### config.mk
export PLATFORM = sky130hd
export DESIGN_NAME = tick_timer_ctrl
export DESIGN_NICKNAME = d
export VERILOG_FILES = /design/src/rtl/timer_pkg.sv /design/src/rtl/tick_prescaler.sv /design/src/rtl/tick_timer_ctrl.sv
export SDC_FILE = /design/constraint.sdc
export NUM_CORES = 1
export LEC_CHECK = 0
export CORE_MARGIN = 2
export CORE_UTILIZATION = 65
export CTS_CLUSTER_DIAMETER = 40
export DETAILED_ROUTE_END_ITERATION = 10
export GPL_TIMING_DRIVEN = 1
export MAX_ROUTING_LAYER = met4
export PLACE_DENSITY_LB_ADDON = 0.12
export SLEW_MARGIN = 5
export SYNTH_ARGS = -nofsm -noshare
export SYNTH_HDL_FRONTEND = slang
export SYNTH_SLANG_ARGS = --single-unit
export TNS_END_PERCENT = 5
### constraint.sdc
create_clock -name clk -period 6.44 [get_ports clk]
set_input_delay 0.644 -clock clk [delete_from_list [all_inputs] [get_ports clk]]
set_output_delay 0.644 -clock clk [all_outputs]
set_load 0.02 [all_outputs]
### src/rtl/timer_pkg.sv
// Shared encodings for the tick timer controller: channel time units and the
// decade wrap value used by the ms and s prescaler stages.
package timer_pkg;
   localparam logic [1:0] UNIT_US    = 2'd0;
   localparam logic [1:0] UNIT_MS    = 2'd1;
   localparam logic [1:0] UNIT_S     = 2'd2;
   localparam logic [9:0] DECADE_MAX = 10'd999;
endpackage

### src/rtl/tick_prescaler.sv
// Derives 1 us, 1 ms and 1 s single-cycle enable strobes from clk; every
// strobe is a registered output in the clk domain, so no derived clocks exist.
module tick_prescaler
   import timer_pkg::*;
#(
   parameter int CLK_MHZ = 50
) (
   input  logic clk,
   input  logic rst_n,
   output logic tick_us,
   output logic tick_ms,
   output logic tick_s
);

   logic [5:0] us_cnt;
   logic [9:0] ms_cnt;
   logic [9:0] s_cnt;
   logic       us_wrap;
   logic       ms_wrap;
   logic       s_wrap;

   // Wraps cascade on the same edge, so tick_ms/tick_s coincide with tick_us.
   assign us_wrap = (us_cnt == 6'(CLK_MHZ - 1));
   assign ms_wrap = us_wrap && (ms_cnt == DECADE_MAX);
   assign s_wrap  = ms_wrap && (s_cnt == DECADE_MAX);

   always_ff @(posedge clk or negedge rst_n) begin
      if (!rst_n) begin
         us_cnt  <= '0;
         ms_cnt  <= '0;
         s_cnt   <= '0;
         tick_us <= 1'b0;
         tick_ms <= 1'b0;
         tick_s  <= 1'b0;
      end else begin
         tick_us <= us_wrap;
         tick_ms <= ms_wrap;
         tick_s  <= s_wrap;
         us_cnt  <= us_wrap ? '0 : us_cnt + 6'd1;
         if (us_wrap) ms_cnt <= (ms_cnt == DECADE_MAX) ? '0 : ms_cnt + 10'd1;
         if (ms_wrap) s_cnt  <= (s_cnt == DECADE_MAX) ? '0 : s_cnt + 10'd1;
      end
   end

endmodule

### src/rtl/tick_timer_ctrl.sv
// Multi-channel countdown timer: NUM_CH channels count us/ms/s strobes from the
// shared prescaler and emit a one-cycle expire pulse when their count runs out.
module tick_timer_ctrl
   import timer_pkg::*;
#(
   parameter int CLK_MHZ = 50,
   parameter int NUM_CH  = 4,
   parameter int CNT_W   = 16
) (
   input  logic              clk,
   input  logic              rst_n,
   input  logic              cfg_valid,
   output logic              cfg_ready,
   input  logic [2:0]        cfg_ch,
   input  logic [1:0]        cfg_unit,
   input  logic [CNT_W-1:0]  cfg_count,
   input  logic              cfg_periodic,
   output logic              tick_us,
   output logic              tick_ms,
   output logic              tick_s,
   output logic [NUM_CH-1:0] active,
   output logic [NUM_CH-1:0] expire
);

   // Channel index bits above clog2(NUM_CH) are masked off, not range-checked.
   localparam logic [2:0] CH_MASK = 3'((1 << $clog2(NUM_CH)) - 1);

   logic       cfg_fire;
   logic [2:0] wr_ch;

   assign cfg_fire = cfg_valid && cfg_ready;
   assign wr_ch    = cfg_ch & CH_MASK;

   tick_prescaler #(
      .CLK_MHZ (CLK_MHZ)
   ) u_prescaler (
      .clk     (clk),
      .rst_n   (rst_n),
      .tick_us (tick_us),
      .tick_ms (tick_ms),
      .tick_s  (tick_s)
   );

   always_ff @(posedge clk or negedge rst_n) begin
      if (!rst_n) cfg_ready <= 1'b0;
      else        cfg_ready <= 1'b1;
   end

   for (genvar i = 0; i < NUM_CH; i++) begin : g_ch
      logic [CNT_W-1:0] remaining;
      logic [CNT_W-1:0] reload;
      logic [1:0]       ch_unit;
      logic             periodic;
      logic             act;
      logic             exp_pulse;
      logic             sel;
      logic             wr;

      assign wr        = cfg_fire && (wr_ch == 3'(i));
      assign active[i] = act;
      assign expire[i] = exp_pulse;

      // The reserved unit encoding falls through to seconds.
      always_comb begin
         case (ch_unit)
            UNIT_US: sel = tick_us;
            UNIT_MS: sel = tick_ms;
            default: sel = tick_s;
         endcase
      end

      // A write takes priority over a strobe, which also suppresses expiry.
      always_ff @(posedge clk or negedge rst_n) begin
         if (!rst_n) begin
            remaining <= '0;
            reload    <= '0;
            ch_unit   <= UNIT_US;
            periodic  <= 1'b0;
            act       <= 1'b0;
            exp_pulse <= 1'b0;
         end else begin
            exp_pulse <= 1'b0;
            if (wr) begin
               remaining <= cfg_count;
               reload    <= cfg_count;
               ch_unit   <= cfg_unit;
               periodic  <= cfg_periodic;
               act       <= (cfg_count != '0);
            end else if (act && sel) begin
               if (remaining > CNT_W'(1)) begin
                  remaining <= remaining - CNT_W'(1);
               end else begin
                  exp_pulse <= 1'b1;
                  if (periodic) begin
                     remaining <= reload;
                  end else begin
                     act       <= 1'b0;
                     remaining <= '0;
                  end
               end
            end
         end
      end
   end

endmodule

==> results of run 1 <==
==> kinds of logic (layout without fill, tap and decap cells) <==
family                     after synthesis  count (layout)
buffers and inverters                   74              99
xor gates and xnor gates                29              29
AOI/OAI and AO/OA                      226             226
adders and majority gates               12              12
other                                    1               2
muxes                                   23              23
and+or+nand+nor                        549             549
DFF                                    178             178
==> placed cells by master (no fill, tap or decap), drive strengths merged, types with 5 or more instances in the layout <==
| cell | n |
|---|---|
| nor3b | 6 |
| a31oi | 8 |
| and2 | 17 |
| nand4b | 8 |
| clkdlybuf4s50 | 34 |
| a211oi | 9 |
| nand2 | 275 |
| dfrtp | 178 |
| nand2b | 9 |
| nor4 | 31 |
| xor2 | 12 |
| xnor2 | 17 |
| clkbuf | 23 |
| mux2i | 7 |
| nand4 | 17 |
| a22oi | 5 |
| a21boi | 15 |
| o21ai | 45 |
| o211ai | 28 |
| or2 | 5 |
| and3 | 8 |
| or4 | 14 |
| a21o | 14 |
| a21oi | 25 |
| nand3 | 38 |
| buf | 11 |
| ha | 12 |
| inv | 24 |
| o31ai | 13 |
| a211o | 8 |
| nor2 | 69 |
| mux2 | 16 |
| nand3b | 5 |
| nor3 | 27 |
==> sequential cells by signal, summed over array words and instances (netlist names) <==
signal               count
g_ch.act                 4
u_prescaler.us_cnt       6
u_prescaler.s_cnt       10
cfg_ready                1
u_prescaler.tick_us      1
g_ch.periodic            4
u_prescaler.ms_cnt      10
g_ch.remaining          64
g_ch.exp_pulse           4
u_prescaler.tick_s       1
g_ch.reload             64
g_ch.ch_unit             8
u_prescaler.tick_ms      1
==> per-stage QoR <==
stage               hold slack (ps)  setup slack [ps]
global placement                445              2810
CTS                             375              3180
finish                          309              3150
detailed placement              454              2760
floorplan                       348              4300
global route                    404              2950
==> path summary, 6_finish.rpt <==
| check | start | to | slack, ps | depth (start not counted) |
|---|---|---|---|---|
| max in group asynchronous | rst_n | g_ch[1].remaining[14]$_DFFE_PN0P_ | 4790 | 2 |
| worst max register to register | cfg_ready$_DFF_PN0_ | g_ch[0].remaining[15]$_DFFE_PN0P_ | 3550 | 6 |
| worst max-delay path | cfg_ch[1] | g_ch[0].remaining[15]$_DFFE_PN0P_ | 3150 | 7 |
| worst min-delay path | rst_n | g_ch[3].reload[15]$_DFFE_PN0P_ | 310 | 1 |
| worst min register to register | g_ch[3].reload[0]$_DFFE_PN0P_ | g_ch[3].reload[0]$_DFFE_PN0P_ | 460 | 2 |
| min in group clk | g_ch[3].reload[0]$_DFFE_PN0P_ | g_ch[3].reload[0]$_DFFE_PN0P_ | 460 | 2 |
==> power breakdown <==
group / switching (mW) / internal (mW) / leakage [nW] / total [mW]
Sequential: 0.309 / 1.37 / 2.24 / 1.68
Clock: 0.444 / 0.617 / 0.290 / 1.06
Combinational: 0.551 / 0.447 / 2.21 / 0.998
Total: 1.30 / 2.43 / 4.74 / 3.74
==> routing by layer <==
metal,vias up,part of all wire
met2,366,0.47
met4,0,0.029
met3,67,0.081
met1,4062,0.42
met5,-,0
li1,3947,-
==> critical path, cell delays in order <==
cell             delay [ps]
clkdlybuf4s50_1         560
nand4bb_1               860
buf_4                   500
o2111ai_1               320
a21o_1                  320
inv_1                    80
a221o_1                 310
==> cell type report <==
| class | count | area (um2) |
|---|---|---|
| timing repair buffer | 46 | 437 |
| inverter | 21 | 78.8 |
| sequential | 178 | 4450 |
| clock buffer | 22 | 484 |
| clock inverter | 10 | 123 |
| multi-input combinational | 840 | 4950 |
| tap | 184 | 230 |
| fill | 1088 | 3820 |
| antenna | 1 | 2.50 |
==> qor.txt, run 1 <==
RSZ-0062 raised after global routing -> false
Area after DPL -> 10,200 um2
Total routed wirelength -> 25,100 um
CP max FO -> 19
Post-Synthesis Cell Area -> 9720 um2
Via density -> 6.48
Setup_tns -> 0 ps
MaxCap Viol Count -> 0
Clock slew at reported path FFs -> 70 ps
Seq/Total Area, Yosys -> 0.458
Largest net degree at the start of global routing -> 117
GR Util met3 -> 0.0765
Total CTS buffers -> 17
Status -> completed
Asr flop ratio synth -> 1.00
Layout cells sized above 1 -> 0.0752
Vias -> 8,442
Library cells used by synthesis -> 80
Post-synth EDFFs -> 0
Most numerous cell in the Yosys netlist -> nand2_1
Final HPWL DP -> 16,400 um
First-pass DRT Iterations -> 5
Global routing usage on met1 -> 0.445
Min Tclk post-route -> 3290 ps
Syn. warnings -> 0
Synth top area share -> 0.458
DP Cell Count -> 1,269
Placer Congestion -> 0.927
Die height -> 126 um
Largest family of logic cells by synthesized area -> simple AND/OR/NAND/NOR gates
Leakage Power -> 4.74 nW
Mapped Avg Cell Area -> 8.90 um2
DRC violations left -> 0
Setup Viol. Count Final -> 0
Fmax -> 304 MHz
CTS Hold Bufs -> 0
Synthesis-to-layout area growth -> 10.8%
Area of the die -> 15,900 um2
Adder and majority gate portion of the synthesized area -> 0.0155
GRT Total Usage -> 0.339
Post-synthesis mux area share -> 0.0258
Most instantiated cells after synthesis -> nand2_1, dfrtp_1, nor2_1, o21ai_0, nand3_1
Setup crit start kind -> primary input
Pwr dens -> 347 nW/um2
Crit Path Category -> in2reg
Worst-Margin Slew -> 1220 ps
Fin. max-slew vios -> 0
First-pass GRT wire length -> 41,800 um
Synth Area in Compound Gates -> 0.165
Final Cycle Share -> 0.510
H-tree depth -> 4
Core Region -> 14,600 um2
Critical path capture point type -> flip-flop
Clk buf depth -> 2
Ports -> 37
Simple-Gate Fraction of Synth Area -> 0.275
Worst skew pair latency -> 430 ps
Die extent in x -> 126 um
CTS tree -> done
Hold Fails Final Rpt -> 0
Critical Path RT -> 6750 ps
Post-Synth XOR/XNOR Area -> 0.0261
Util after Layout -> 0.738
Synth Net Count -> 1,129
Number of global-route vias before repair -> 8,164
Peak supply drop -> 290 uV
Synth top area cells -> dfrtp_1, nand2_1, nor2_1
HP Class -> in2async
Initial antenna violation count -> 1
Final cell count without fillers -> 1,302
Clk sinks -> 178
Post_cts resized -> 0
Site Rows -> 44
Relative slew margins -> 0.183
Post-CTS setup buffers -> 0
Initial Util -> 0.666
Post-route ant nets -> 0
Met2 Use GR -> 0.527
Final Cell Area -> 10,800 um2
Clock root cell -> clkbuf_16
Post-synthesis register bit count -> 178
DRT iter0 DRCs -> 990
Synth Instances -> 1,092
Final nets -> 1,141
Top_reg_cell synth -> dfrtp_1
Grt peak-use layer -> met2
GR Overflow Total -> 0
Area leader, netlist -> dfrtp_1
CP Data Arrival Time -> 3600 ps
Avg WL per Cell -> 19.2 um
I/O Buffers -> 35
Clk_skew -> 7.29 ps
Total Power -> 3.74 mW
No activity file was read; power rests on OpenSTA's default activity.
==> run 2: changes to the inputs <==
- CORE_UTILIZATION: 65 -> 56
- clock period: 6.44 -> 2.9 ns (I/O delays scaled with it)
==> run 2 against run 1 <==
  * Via count grew 2.2%
  * Final cell count increased by 6.1%
  * Critical path depth is 2 lower
  * Register-to-register slack worse by 3300 ps
  * Routed wire length up 6.0%
  * Sequential share of layout area fell by 1.3 points
==> qor.txt, run 2 (synthesized netlist as in run 1, its figures left out) <==
GRT Total Usage -> 0.312 (-0.0276)
Commonest non-fill, non-tap cells in the layout -> nand2_1, dfrtp_1, nor2_1
Initial Util -> 0.568 (-0.0983)
Final Cell Area -> 11,100 um2 (+3.3%)
Vias -> 8,628 (+2.2%)
Layout cells sized above 1 -> 0.105 (+0.0302)
Via density -> 6.24 (-3.7%)
Worst skew pair latency -> 430 ps (about the same)
Final cell count without fillers -> 1,382 (+6.1%)
Critical Path RT -> 3220 ps (-3530 ps)
Placer Congestion -> 0.944 (+1.9%)
Fmax -> 382 MHz
Die extent in x -> 136 um (+7.5%)
H-tree depth -> 4 (unchanged)
Area of the die -> 18,400 um2 (+16%)
Crit Path Category -> reg2reg
Final Cycle Share -> 0.902
Final HPWL DP -> 17,900 um (+9.3%)
Clock root cell -> clkbuf_16
Area after DPL -> 10,500 um2 (+3.7%)
Slowest-stage cell, CP -> nor4_1
Util after Layout -> 0.650 (-0.0883)
RSZ-0062 raised after global routing -> false
Core Region -> 17,100 um2 (+17%)
Post_cts resized -> 0 (unchanged)
Area occupied by multi-input gates -> 4950 um2 (unchanged)
DRT iter0 DRCs -> 843 (-15%)
Clk sinks -> 178 (unchanged)
Die height -> 136 um (+7.5%)
Total CTS buffers -> 17 (unchanged)
Relative slew margins -> 0.466 (+0.283)
Ports -> 37 (unchanged)
Fillers -> 1,478 (+36%)
Avg WL per Cell -> 19.2 um (-0.13%)
Min Tclk post-route -> 2610 ps
First-pass DRT Iterations -> 5 (unchanged)
Number of global-route vias before repair -> 8,177 (+0.16%)
HP Class -> in2async
Fin. max-slew vios -> 0 (unchanged)
First-pass GRT wire length -> 43,300 um (+3.5%)
CP max FO -> 6 (-13)
Peak supply drop -> 575 uV (+98%)
CTS tree -> done
Clk_skew -> 13.9 ps (+6.60 ps)
Grt peak-use layer -> met2
Post-route ant nets -> 0 (unchanged)
DP Cell Count -> 1,350 (+6.4%)
Cell family with most CP delay -> simple AND/OR/NAND/NOR gates
I/O Buffers -> 35 (unchanged)
Site Rows -> 48 (+9.1%)
Biggest regs -> g_ch.reload x64, g_ch.remaining x64
Status -> completed
CP Data Arrival Time -> 2930 ps (-670 ps)
Synthesis-to-layout area growth -> 14.4%
Worst-Margin Slew -> 797 ps (-422 ps)
Critical path capture point type -> flip-flop
Setup_tns -> 0 ps (unchanged)
Total routed wirelength -> 26,600 um (+6.0%)
DRC violations left -> 0 (unchanged)
Seq. cell area -> 4450 um2 (unchanged)
GR Overflow Total -> 0 (unchanged)
Global routing usage on met1 -> 0.424 (-0.0208)
Crit path cell chain -> nor4_1 -> nand4b_1 -> o21ai_1 -> o21ai_0 -> a22o_1
Final nets -> 1,182 (+3.6%)
Antenna Cells -> 0 (-1)
MaxCap Viol Count -> 0 (unchanged)
CP peak stage delay -> 650 ps (-210 ps)
Setup crit start kind -> flip-flop
Leakage Power -> 4.93 nW (+4.1%)
Hold Fails Final Rpt -> 0 (unchanged)
Initial antenna violation count -> 0 (-1)
Setup Viol. Count Final -> 0 (unchanged)
Clk buf depth -> 2 (unchanged)
Met2 Use GR -> 0.467 (-0.0597)
Clock slew at reported path FFs -> 70 ps (about the same)
CP bufs+invs -> 0 (-3)
GR Util met3 -> 0.0584 (-0.0181)
Pwr dens -> 749 nW/um2 (+120%)
Commonest non-fill, non-tap cell in the layout -> nand2_1
Largest net degree at the start of global routing -> 71 (-39%)
run 2: changes by cell type in the layout (fill, tap and decap cells not counted), sizes merged:
cell         before  now
clkinv            2    4
buf              11   51
clkbuf           23   21
diode             1    0
dlygate4sd3       0    1
inv              24   23
run 2: power breakdown:
part           leakage [nW]  total, mW  switching [mW]  internal (mW)
clock                 0.274       2.29           0.997           1.30
combinational          2.42       2.31            1.25           1.06
sequential             2.24       3.73           0.692           3.04
total                  4.93       8.33            2.94           5.39
run 2: metrics by stage:
stage / hold slack (ps) / setup slack (ps) / power, mW
CTS: 441 / 376 / 8.33
global placement: 324 / 390 / 5.92
detailed placement: 327 / 314 / 6.00
finish: 407 / 285 / 8.33
global route: 457 / 112 / 8.83
floorplan: -5.59 / 765 / 5.25
run 2: area by class of cell:
cell class,count,share of cell area
Multi-Input combinational cell,840,0.446
Sequential cell,178,0.401
Timing Repair Buffer,87,0.0694
Clock buffer,20,0.0402
Tap cell,225,0.0253
Clock inverter,11,0.0117
Inverter,21,0.00709
run 2: path summary, 6_finish.rpt:
kind	from	endpoint	slack (ps)	cells after the start
max	g_ch[0].remaining[8]$_DFFE_PN0P_	g_ch[0].remaining[13]$_DFFE_PN0P_	290	5
min	rst_n	g_ch[3].reload[15]$_DFFE_PN0P_	410	2
max reg2reg	g_ch[0].remaining[8]$_DFFE_PN0P_	g_ch[0].remaining[13]$_DFFE_PN0P_	290	5
min reg2reg	g_ch[3].reload[0]$_DFFE_PN0P_	g_ch[3].reload[0]$_DFFE_PN0P_	460	2
max in group asynchronous	rst_n	u_prescaler.s_cnt[1]$_DFFE_PN0P_	1660	3
min in group clk	g_ch[3].reload[0]$_DFFE_PN0P_	g_ch[3].reload[0]$_DFFE_PN0P_	460	2
run 2: worst reg2reg max path, delay by kind of cell, from the launching register on:
| kind | cells | cell delay [ps] |
|---|---|---|
| AOI/OAI and AO/OA | 3 | 960 |
| and+or+nand+nor | 2 | 1070 |
| DFF | 1 | 460 |
run 2: timing repair:
| item | 4_1_cts | 5_1_grt |
|---|---|---|
| hold endpoints to repair | 67 | 0 |
| setup buffers | 0 | 0 |
| hold buffers | 1 | 0 |
run 2: layer usage:
metal,part of all wire,up-vias
met2,0.45,336
li1,-,4042
met3,0.065,68
met4,0.034,0
met1,0.45,4182
met5,0,-
==> run 3: changes to the inputs <==
- PLACE_DENSITY: not set -> 0.78
- PLACE_DENSITY_LB_ADDON: 0.12 -> not set
==> run 3 against run 2 <==
  * Worst setup slack improved by 46 ps
  * Non-clock buffer count is 4 higher
  * Clock power is 4% higher
  * Combinational power is essentially flat
  * Global-route usage shrank 0.61 points
  * Clock skew is 4.0 ps lower
  * Routed wire length shrank 2.0%
  * Largest cell class unchanged
  * Highest routed layer unchanged
==> qor.txt, run 3 (synthesized netlist as in run 1, its figures left out) <==
Area of the die -> 18,400 um2 (unchanged)
Status -> completed
GRT Total Usage -> 0.305 (-0.00614)
Worst-Margin Slew -> 751 ps (-46.9 ps)
GR Overflow Total -> 0 (unchanged)
CP bufs+invs -> 0 (unchanged)
Avg WL per Cell -> 18.8 um (-2.3%)
Clock group share of total power -> 0.283 (+0.008)
Site Rows -> 48 (unchanged)
CTS tree -> done
First-pass DRT Iterations -> 5 (unchanged)
MaxCap Viol Count -> 0 (unchanged)
R2R setup slack -> 330 ps (+50 ps)
Core Region -> 17,100 um2 (unchanged)
H-tree depth -> 4 (unchanged)
Hold Fails Final Rpt -> 0 (unchanged)
Ports -> 37 (unchanged)
WL met2 -> 11,900 um (-0.43%)
Fin. max-slew vios -> 0 (unchanged)
Hold_ws -> 384 ps (-23.2 ps)
Final Cell Area -> 11,200 um2 (+0.48%)
CP peak stage delay -> 580 ps (-70 ps)
Reg2reg end -> g_ch[3].remaining[6]$_DFFE_PN0P_
Slowest-stage cell, CP -> nor4_1
Metal-1 WL -> 11,500 um (-4.2%)
Sw frac -> 0.350 (-0.00276)
Layout cells sized above 1 -> 0.109 (+0.00394)
Placer Congestion -> 0.981 (+3.9%)
Cell family with most CP delay -> simple AND/OR/NAND/NOR gates
Worst R2R Start -> g_ch[3].remaining[10]$_DFFE_PN0P_
Area occupied by multi-input gates -> 4950 um2 (unchanged)
Post_cts resized -> 0 (unchanged)
Number of global-route vias before repair -> 8,245 (+0.83%)
Flop pwr share -> 0.442 (-0.006)
Min Tclk post-route -> 2570 ps (-45.6 ps)
Clk_skew -> 9.89 ps (-4.00 ps)
Internal power -> 5.49 mW (+1.7%)
Critical Path RT -> 3260 ps (+40 ps)
DRT iter0 DRCs -> 817 (-3.1%)
Setup crit start kind -> flip-flop
Crit path cell chain -> nor4_1 -> nor3b_4 -> and2_1 -> mux2_2 -> o211ai_1
Synthesis-to-layout area growth -> 15.0%
CP max FO -> 12 (+6)
Wire length on met3 -> 1740 um (+1.0%)
Critical path capture point type -> flip-flop
Max layer used -> met4
Setup ws final -> 331 ps (+45.6 ps)
Worst skew pair latency -> 440 ps (about the same)
I/O Buffers -> 35 (unchanged)
Peak supply drop -> 512 uV (-11%)
Initial Util -> 0.568 (unchanged)
Net Sw Power -> 2.95 mW (+0.47%)
Total routed wirelength -> 26,000 um (-2.0%)
Setup_tns -> 0 ps (unchanged)
Final nets -> 1,186 (+0.34%)
Antenna Cells -> 0 (unchanged)
Setup Viol. Count Final -> 0 (unchanged)
Total Power -> 8.43 mW (+1.3%)
Pwr dens -> 755 nW/um2 (+0.77%)
Fmax -> 389 MHz (+1.8%)
Largest net degree at the start of global routing -> 66 (-7.0%)
Final HPWL DP -> 17,500 um (-2.3%)
Crit Path Category -> reg2reg
Worst reg2reg path depth -> 5 (unchanged)
Die height -> 136 um (unchanged)
Seq. cell area -> 4450 um2 (unchanged)
Final Cycle Share -> 0.886 (-0.0157)
HP Class -> in2async
Initial antenna violation count -> 0 (unchanged)
Fillers -> 1,423 (-3.7%)
RSZ-0062 raised after global routing -> false
Via density -> 6.25 (about the same)
Leakage Power -> 4.96 nW (+0.64%)
Vias -> 8,661 (+0.38%)
Total CTS buffers -> 17 (unchanged)
Clock slew at reported path FFs -> 70 ps (about the same)
Biggest regs -> g_ch.reload x64, g_ch.remaining x64
Post-route ant nets -> 0 (unchanged)
Commonest non-fill, non-tap cells in the layout -> nand2_1, dfrtp_1, nor2_1
First-pass GRT wire length -> 42,600 um (-1.5%)
DRC violations left -> 0 (unchanged)
Dpl ws -> 449 ps (+134 ps)
Clk buf depth -> 2 (unchanged)
Clock root cell -> clkbuf_16
Area after DPL -> 10,600 um2 (+0.28%)
Die extent in x -> 136 um (unchanged)
CP Data Arrival Time -> 2920 ps (about the same)
Clk sinks -> 178 (unchanged)
Relative slew margins -> 0.495 (+0.0290)
Commonest non-fill, non-tap cell in the layout -> nand2_1
Gate power share -> 0.275 (-0.002)
[run 3: cell count changes in the layout (fill, tap and decap cells not counted)]
cell	change
buf_4	+4
bufinv_16	+1
clkbuf_1	-1
inv_6	+1
inv_8	-1
[run 3: power groups by stage]
stage	Combinational [mW]	Sequential (mW)	Clock, mW
global placement	2.20	3.71	0
global route	2.57	3.81	2.53
finish	2.32	3.73	2.39
floorplan	1.70	3.55	0
detailed placement	2.27	3.74	0
CTS	2.30	3.71	2.41
[run 3: worst max-delay path by stage]
stage                                                  from                                 to  slack, ps  cells past startpoint
after floorplan            g_ch[3].remaining[6]$_DFFE_PN0P_   g_ch[3].remaining[6]$_DFFE_PN0P_        760                      6
after global placement                            cfg_ch[0]  g_ch[0].remaining[13]$_DFFE_PN0P_        480                      7
after detailed placement                          cfg_ch[0]  g_ch[0].remaining[13]$_DFFE_PN0P_        450                      7
after CTS                 g_ch[3].remaining[10]$_DFFE_PN0P_   g_ch[3].remaining[6]$_DFFE_PN0P_        390                      5
after global routing        u_prescaler.us_cnt[1]$_DFF_PN0_   u_prescaler.s_cnt[9]$_DFFE_PN0P_        160                      9
final                     g_ch[3].remaining[10]$_DFFE_PN0P_   g_ch[3].remaining[6]$_DFFE_PN0P_        330                      5
[run 3: what timing repair did]
action,CTS,global route
hold buffers,1,0
setup buffers,0,0
endpoints found under the hold margin,58,0
[run 3: area by class of cell]
cell class                 count  share of cell area
multi-input combinational    840               0.443
sequential                   178               0.399
timing repair buffer          91              0.0718
clock buffer                  19              0.0396
tap                          225              0.0252
clock inverter                12              0.0141
inverter                      21             0.00706
[run 3: through the flow]
| stage | cells | util |
|---|---|---|
| after floorplan | 1092 | - |
| final | 1386 | 0.653 |
| after global routing | 1386 | 0.653 |
| after detailed placement | 1354 | 0.617 |
| after global placement | 1354 | 0.617 |
| after CTS | 1386 | 0.653 |
[run 3: metal layers]
metal  track usage  up-vias
met4         0.133        0
met2         0.457      342
met1         0.409     4211
met5             -        -
met3        0.0572       69
li1              -     4039
